$ cat config.mk
export PLATFORM = sky130hd
export DESIGN_NAME = tft_lcd_bus_driver
export DESIGN_NICKNAME = d
export VERILOG_FILES = /design/src/rtl/tft_lcd_bus_driver.sv
export SDC_FILE = /design/constraint.sdc
export NUM_CORES = 1
export LEC_CHECK = 0
export BUFFER_PORTS_ARGS = -buffer_cell sky130_fd_sc_hd__buf_2
export CORE_AREA = 3 3 154 156
export DETAILED_ROUTE_END_ITERATION = 7
export DIE_AREA = 0 0 157 159
export REMOVE_ABC_BUFFERS = 1
export SLEW_MARGIN = 20
export SYNTH_ARGS = -nofsm -noshare
export SYNTH_HDL_FRONTEND = slang
export SYNTH_SLANG_ARGS = --single-unit
$ cat constraint.sdc
create_clock -name clk -period 2.75 [get_ports clk]
set_clock_uncertainty 0.1 [all_clocks]
set_input_delay 0.55 -clock clk [delete_from_list [all_inputs] [get_ports clk]]
set_output_delay 0.55 -clock clk [all_outputs]
set_load 0.01 [all_outputs]
$ cat src/rtl/tft_lcd_bus_driver.sv
// Avalon-MM slave that queues command/data/read requests and plays them out on an
// 8080-style 8-bit parallel LCD bus with programmable strobe low/high timing.
module tft_lcd_bus_driver #(
   parameter int         FIFO_DEPTH = 16,
   parameter int         FIFO_AW    = 4,
   parameter logic [3:0] LOW_DEF    = 4'd2,
   parameter logic [3:0] HIGH_DEF   = 4'd2
) (
   input  logic       clk,
   input  logic       reset,
   input  logic [1:0] address,
   input  logic       chipselect,
   input  logic       write_n,
   input  logic       read_n,
   input  logic [7:0] writedata,
   output logic [7:0] readdata,
   output logic       lcd_cs_n,
   output logic       lcd_rs,
   output logic       lcd_wr_n,
   output logic       lcd_rd_n,
   output logic [7:0] lcd_data_out,
   output logic       lcd_data_oe,
   input  logic [7:0] lcd_data_in
);

   typedef enum logic [1:0] {IDLE, SETUP, STROBE, HOLD} state_t;

   localparam logic [FIFO_AW:0] PTR_ONE = 1;

   state_t             state_q, state_d;
   logic [3:0]         cnt_q, cnt_d;
   logic               pop;

   logic [9:0]         fifo_q [FIFO_DEPTH];
   logic [FIFO_AW:0]   wr_ptr_q, rd_ptr_q;
   logic [9:0]         cur_q;
   logic [3:0]         low_q, high_q;
   logic [7:0]         timing_q, rddata_q;
   logic               rd_valid_q, ovf_q;

   logic               empty, full, busy;
   logic               wr_en, rd_en, push_req, push_ok, sample;
   logic [9:0]         push_data;

   assign wr_en    = chipselect & ~write_n;
   assign rd_en    = chipselect & ~read_n;
   assign empty    = (wr_ptr_q == rd_ptr_q);
   assign full     = (wr_ptr_q[FIFO_AW] != rd_ptr_q[FIFO_AW]) &&
                     (wr_ptr_q[FIFO_AW-1:0] == rd_ptr_q[FIFO_AW-1:0]);
   assign busy     = ~empty | (state_q != IDLE);
   assign push_req = wr_en & (address != 2'd2);
   assign push_ok  = push_req & ~full;
   // Read sample lands on the final STROBE clock of a read entry.
   assign sample   = (state_q == STROBE) && (cnt_q == low_q) && cur_q[9];

   always_comb begin
      case (address)
         2'd0:    push_data = {1'b0, 1'b1, writedata};
         2'd1:    push_data = {1'b0, 1'b0, writedata};
         default: push_data = {1'b1, 1'b1, 8'h00};
      endcase
   end

   always_comb begin
      case (address)
         2'd0:    readdata = {3'b000, ovf_q, rd_valid_q, busy, empty, full};
         2'd1:    readdata = 8'h00;
         2'd2:    readdata = timing_q;
         default: readdata = rddata_q;
      endcase
   end

   always_ff @(posedge clk) begin
      if (push_ok) fifo_q[wr_ptr_q[FIFO_AW-1:0]] <= push_data;
   end

   always_ff @(posedge clk) begin
      if (reset) begin
         wr_ptr_q   <= '0;
         rd_ptr_q   <= '0;
         cur_q      <= '0;
         low_q      <= '0;
         high_q     <= '0;
         timing_q   <= {HIGH_DEF, LOW_DEF};
         rddata_q   <= '0;
         rd_valid_q <= 1'b0;
         ovf_q      <= 1'b0;
      end else begin
         if (push_ok) wr_ptr_q <= wr_ptr_q + PTR_ONE;
         // Timing is captured with the entry so later TIMING writes only affect later entries.
         if (pop) begin
            rd_ptr_q <= rd_ptr_q + PTR_ONE;
            cur_q    <= fifo_q[rd_ptr_q[FIFO_AW-1:0]];
            low_q    <= timing_q[3:0];
            high_q   <= timing_q[7:4];
         end
         if (wr_en && address == 2'd2) timing_q <= writedata;
         if (push_req && full)                ovf_q <= 1'b1;
         else if (rd_en && address == 2'd0)   ovf_q <= 1'b0;
         if (sample) begin
            rddata_q   <= lcd_data_in;
            rd_valid_q <= 1'b1;
         end else if (rd_en && address == 2'd3) begin
            rd_valid_q <= 1'b0;
         end
      end
   end

   always_ff @(posedge clk) begin
      if (reset) begin
         state_q <= IDLE;
         cnt_q   <= '0;
      end else begin
         state_q <= state_d;
         cnt_q   <= cnt_d;
      end
   end

   always_comb begin
      state_d = state_q;
      cnt_d   = cnt_q;
      pop     = 1'b0;
      case (state_q)
         IDLE: begin
            if (!empty) begin
               pop     = 1'b1;
               state_d = SETUP;
            end
         end
         SETUP: begin
            state_d = STROBE;
            cnt_d   = '0;
         end
         STROBE: begin
            if (cnt_q == low_q) begin
               state_d = HOLD;
               cnt_d   = '0;
            end else begin
               cnt_d = cnt_q + 4'd1;
            end
         end
         default: begin
            if (cnt_q == high_q) begin
               if (!empty) begin
                  pop     = 1'b1;
                  state_d = SETUP;
               end else begin
                  state_d = IDLE;
               end
            end else begin
               cnt_d = cnt_q + 4'd1;
            end
         end
      endcase
   end

   always_comb begin
      lcd_cs_n     = 1'b1;
      lcd_rs       = 1'b1;
      lcd_wr_n     = 1'b1;
      lcd_rd_n     = 1'b1;
      lcd_data_out = 8'h00;
      lcd_data_oe  = 1'b0;
      if (state_q != IDLE) begin
         lcd_cs_n     = 1'b0;
         lcd_rs       = cur_q[8];
         lcd_data_out = cur_q[7:0];
         lcd_data_oe  = ~cur_q[9];
         if (state_q == STROBE) begin
            lcd_wr_n = cur_q[9];
            lcd_rd_n = ~cur_q[9];
         end
      end
   end

endmodule

Word level (Yosys, flattened, before mapping) --
Memory sizes are Yosys's and may differ from the RTL's. A register that Yosys moved wholly into a read port is not among the register bits. Cells that the tools add are included.
Word-level totals: output and inout port bits 21, logic and storage cells 82, register bits 42, memory bits (writable) 160, bits of input ports 23, memories kept 1
Memory list:
- fifo_q | depth 16, bits a word 10, read ports 1, clocked after Yosys merged registers in 1, write ports 1, RTL line 34 | logic [9:0] fifo_q [FIFO_DEPTH];
Operators by class: bitwise logic cells 11, muxes and demuxes 27, add/sub/neg operators 3, reduce and logical (&&, ||, !) cells 16, eq/ne operators 14
Operator list (number):
- 8-bit one-hot mux with 3 select lines | 1
- 10-bit one-hot mux with 2 select lines | 1
- 1-bit two-way mux | 16
- 4-bit == test | 3
- 4-bit one-hot mux with 3 select lines | 1
- 5-bit by 1-bit adder with 5-bit output, second input constant | 2
- 4-bit two-way mux | 2
- 8-bit two-way mux | 1
- 1-bit logical AND | 7
- 2-bit == test, second input constant | 3
- 2-bit two-way mux | 3
- 1-bit NOT | 6
- 2-bit one-hot mux with 3 select lines | 1
- 2-bit nonzero test | 3
- 5-bit == test | 1
- 4-bit by 1-bit adder with 4-bit output, second input constant | 1
- 1-bit bitwise AND | 4
- 2-bit by 1-bit == test with 1-bit output, second input constant | 2
- 2-bit zero test | 2
- 2-bit != test, second input constant | 2
- 4-bit nonzero test | 1
- 3-bit by 2-bit != test with 1-bit output, second input constant | 1
- 3-bit AND reduction | 1
- 2-bit by 1-bit != test with 1-bit output, second input constant | 1
- 5 further kinds | 5

Depth between registers and ports, before layout --
depth in word-level cells 6, depth in mapped cells 8, mapped depth without buffers 7

Worst setup path before layout --
Ideal clock, no wire load.
path kind register to register, start point register rd_ptr_q[4], end point memory fifo_q[3][0] (enable), setup time 0.390 ns, data arrival time 1.938 ns, buffers on the path 0, cell stages (with the launch flop) 4, data required time 2.260 ns, clock period less this slack 2.427 ns, slack 0.323 ns, path through dfxtp_1 xnor2_1 o211ai_1 nor3_1
Between the ends: word-level cells in the longest chain between the ends 6
Ends and longest elaborated chain:
- start: declaration | RTL line 35 | logic [FIFO_AW:0] wr_ptr_q, rd_ptr_q;
- start signal: assignment | RTL line 92 | rd_ptr_q <= rd_ptr_q + PTR_ONE;
- 1-bit != test | RTL line 48 | assign full = (wr_ptr_q[FIFO_AW] != rd_ptr_q[FIFO_AW]) &&
- 1-bit logical AND | RTL line 48
- 1-bit NOT | RTL line 52 | assign push_ok = push_req & ~full;
- 1-bit bitwise AND | RTL line 52
- 1-bit two-way mux | RTL line 74 | if (push_ok) fifo_q[wr_ptr_q[FIFO_AW-1:0]] <= push_data;
- 1-bit two-way mux (not written as such) | RTL line 74
- end: declaration | RTL line 34
Every way passes these cells.

Worst setup path after layout --
start point register rd_ptr_q[1], end point output readdata[2]
Between the ends: word-level cells in the longest chain between the ends 4
Ends and longest elaborated chain:
- 5-bit == test | RTL line 47 | assign empty = (wr_ptr_q == rd_ptr_q);
- 1-bit NOT | RTL line 50 | assign busy = ~empty | (state_q != IDLE);
- 1-bit OR | RTL line 50
- 8-bit one-hot mux with 3 select lines | RTL line 65 | case (address)
- end: declaration | RTL line 16 | output logic [7:0] readdata,
Every way passes these cells.

==> impl_metrics.env <==
export IMPL_ys_warn_count=0
export IMPL_grt_max_degree=47
export IMPL_antenna_found_initial=0
export IMPL_hold_viol=0
export IMPL_fmax_ghz=0.386
export IMPL_power_leakage_nw=3.56
export IMPL_die_h_microns=159
export IMPL_detail_route_antenna_nets=0
export IMPL_io_pins=44
export IMPL_min_period_over_period_pct=94.2
export IMPL_ys_ff_latch=212
export IMPL_hold_depth=3
export IMPL_vias=5129
export IMPL_worst_endpoint_arrival_ns=1.94
export IMPL_drcViolationCount=0
export IMPL_synthArstFlopShare_pct=0
export IMPL_synth_edff_count=160
export IMPL_grt_pass1_wl_mm=31.8
export IMPL_hold_path_class="primary input to flop"
export IMPL_initial_core_util_pct=39.9
export IMPL_final_net_count=698
export IMPL_yosysTopAreaCell="edfxtp_1"
export IMPL_synthDistinctLibCells=53
export IMPL_drive_gt1_share_pct=26.0
export IMPL_place_congestion=0.802
export IMPL_synth_most_common_cell="edfxtp_1"
export IMPL_drt_iter0_drc=373
export IMPL_max_slew_worst_pin_slew_ns=0.792
export IMPL_synth_top_area_share_pct=53.6
export IMPL_cts_buffers=22
export IMPL_critPathLaunchType="flop"
export IMPL_max_stage_delay_ns=0.39
export IMPL_ys_flop_type="edfxtp_1"
export IMPL_routed_wl_mm=20.1
export IMPL_rows=55
export IMPL_synthCells=590
export IMPL_synth_top_cells_by_area="edfxtp_1 54%, dfxtp_1 12%, mux4_2 9.3%"
export IMPL_clockBufferDepth=3
export IMPL_portBuffers=43
export IMPL_power_switching_mw=2.16
export IMPL_cp_max_fo=5
export IMPL_required_ns=2.10
export IMPL_netSwitchingFraction_pct=26.4
export IMPL_drv_cap=0
export IMPL_rsz0062_at_grt="yes"
export IMPL_clkPwrFrac_pct=36.2
export IMPL_critPathKind="flop to output port"
export IMPL_layout_min_cycle_time_ns=2.59
export IMPL_synthToLayoutAreaGrowth_pct=16.6
export IMPL_wl_per_cell_microns=20.8
export IMPL_cp_end_kind="output port"
export IMPL_postCtsHoldBufs=0
export IMPL_ir_drop_v=0.000480
export IMPL_overflow=0
export IMPL_insertion_delay_ns=0.51
export IMPL_cts_sinks=212
export IMPL_vias_per_cell=5.31
export IMPL_fin_tns_setup_ns=0
export IMPL_slowest_stage="dfxtp_4"
export IMPL_comb_power_share_pct=18.9
export IMPL_seq_power_share_pct=45.0
export IMPL_core_sq_mm=0.0225
export IMPL_power_density_mw_per_mm2=779
export IMPL_r2r_cells=5
export IMPL_dp_hpwl_mm=13.9
export IMPL_clkTransAtPathRegs_ns=0.06
export IMPL_outcome="completed"
export IMPL_syn_avg_cell_area_sq_um=15.2
export IMPL_first_global_vias=5426
export IMPL_grt_use_total_pct=16.4
export IMPL_cts_root_buffer="clkbuf_16"
export IMPL_dieWidth_microns=157
export IMPL_p_int_mw=6.00
export IMPL_synth_area_sq_mm=0.00897
export IMPL_seq_area_frac_synth_pct=65.2
export IMPL_synth_commonest_cells="160 x edfxtp_1, 56 x mux2i_1, 52 x dfxtp_1, 45 x nor2_1, 37 x mux4_2"
export IMPL_crit_chain="xnor2_1 > and4_4 > nand4b_1 > a22o_1 > buf_2"
export IMPL_relSlewSlack_pct=47.0
export IMPL_final_max_slew_viol_count=0
export IMPL_final_util_pct=46.5
export IMPL_cts_tree="built"
export IMPL_diodes=0
export IMPL_dieArea_sq_mm=0.0250
export IMPL_setup_viol=0
export IMPL_cts_htree_levels=1
export IMPL_dr_pass1_iters=5
-- repair_timing --
action	4_1_cts	5_1_grt
setup endpoints to repair	1	4
setup buffers	1	0
gates resized for setup	2	5
cloned	0	0
pin swaps	1	0
-- cells by family after synthesis --
group                      count (synthesis)  share of synthesized area [%]
AOI/OAI and AO/OA                         48                           3.86
adders and majority gates                 10                           1.39
buffers and inverters                     43                           2.33
and+or+nand+nor                          160                           9.25
DFF                                      212                           65.2
muxes                                     97                           16.0
xor gates and xnor gates                  20                           1.95
-- per-layer routing --
layer / global-route usage, % / wire, microns / vias up
met2: 27.0 / 9970 / 142
met3: 2.31 / 1020 / 28
met1: 23.1 / 8740 / 2577
li1: - / - / 2382
met4: 4.02 / 344 / 0
met5: 0 / 0 / -
-- final timing paths --
check / start / end / slack (ns)
worst max-delay path: rd_ptr_q[1] / readdata[2] / 0.16
worst min-delay path: writedata[1] / timing_q[1] / 0.18
worst max register to register: cnt_q[2] / rddata_q[0] / 0.47
worst min register to register: cur_q[5] / cur_q[5] / 0.36
-- sequential cells by signal, summed over array words and instances (netlist names), 2 cells and up --
signal	cells
state_q	2
low_q	4
rddata_q	8
wr_ptr_q	5
timing_q	8
rd_ptr_q	5
high_q	4
cur_q	10
fifo_q	160
cnt_q	4
-- placed cells by master (no fill, tap or decap), types with 2 or more instances in the layout --
cell,n
a2111oi_0,3
a211oi_1,2
a21oi_1,17
and2_1,2
and3_1,13
buf_12,2
buf_2,43
buf_4,40
bufinv_16,2
clkbuf_1,3
clkbuf_16,22
clkbuf_8,3
clkinv_1,5
clkinv_2,2
dfxtp_1,43
dfxtp_2,8
edfxtp_1,160
ha_1,10
inv_1,9
mux2_1,2
mux2_2,2
mux2i_1,56
mux4_2,37
nand2_1,28
nand2b_1,8
nand3_1,6
nand3b_1,7
nand4_1,3
nor2_1,45
nor2b_1,25
nor2b_2,7
nor3_1,4
nor3b_1,4
o211ai_1,3
o21ai_0,6
o32ai_1,2
or3_1,3
xnor2_1,14
xor2_1,6
-- area by class of cell --
cell class | instances | area [sq um]
Clock inverter | 12 | 121
Fill cell | 1895 | 12000
Multi-Input combinational cell | 335 | 2930
Sequential cell | 212 | 5860
Inverter | 9 | 33.8
Timing Repair Buffer | 85 | 556
Clock buffer | 28 | 603
Tap cell | 285 | 357
-- through the flow --
stage / hold WS, ns / instance area [sq um] / total power, mW / setup WS [ns] / cells
after floorplan: 0.336 / 8790 / 4.75 / -0.844 / 556
after global placement: 0.354 / 9700 / 5.23 / 0.305 / 925
after detailed placement: 0.354 / 9710 / 5.27 / 0.253 / 925
after CTS: 0.164 / 10400 / 8.24 / 0.0824 / 966
after global routing: 0.188 / 10500 / 8.53 / -0.00865 / 966
final: 0.183 / 10500 / 8.15 / 0.158 / 966
-- worst max-delay path: cells and delay by family, from the launching register on --
| family | cells | cell delay (ns) |
|---|---|---|
| xor gates and xnor gates | 1 | 0.23 |
| and+or+nand+nor | 2 | 0.47 |
| buffers and inverters | 1 | 0.14 |
| DFF | 1 | 0.39 |
| AOI/OAI and AO/OA | 1 | 0.22 |
-- power by group through the flow --
stage	combinational (mW)	sequential, mW	clock [mW]
final	1.54	3.67	2.95
after floorplan	0.965	3.78	0
after detailed placement	1.54	3.73	0
after global routing	1.69	3.68	3.16
after CTS	1.56	3.66	3.01
after global placement	1.51	3.73	0
Note: power is estimated with default switching activity, not from simulation.
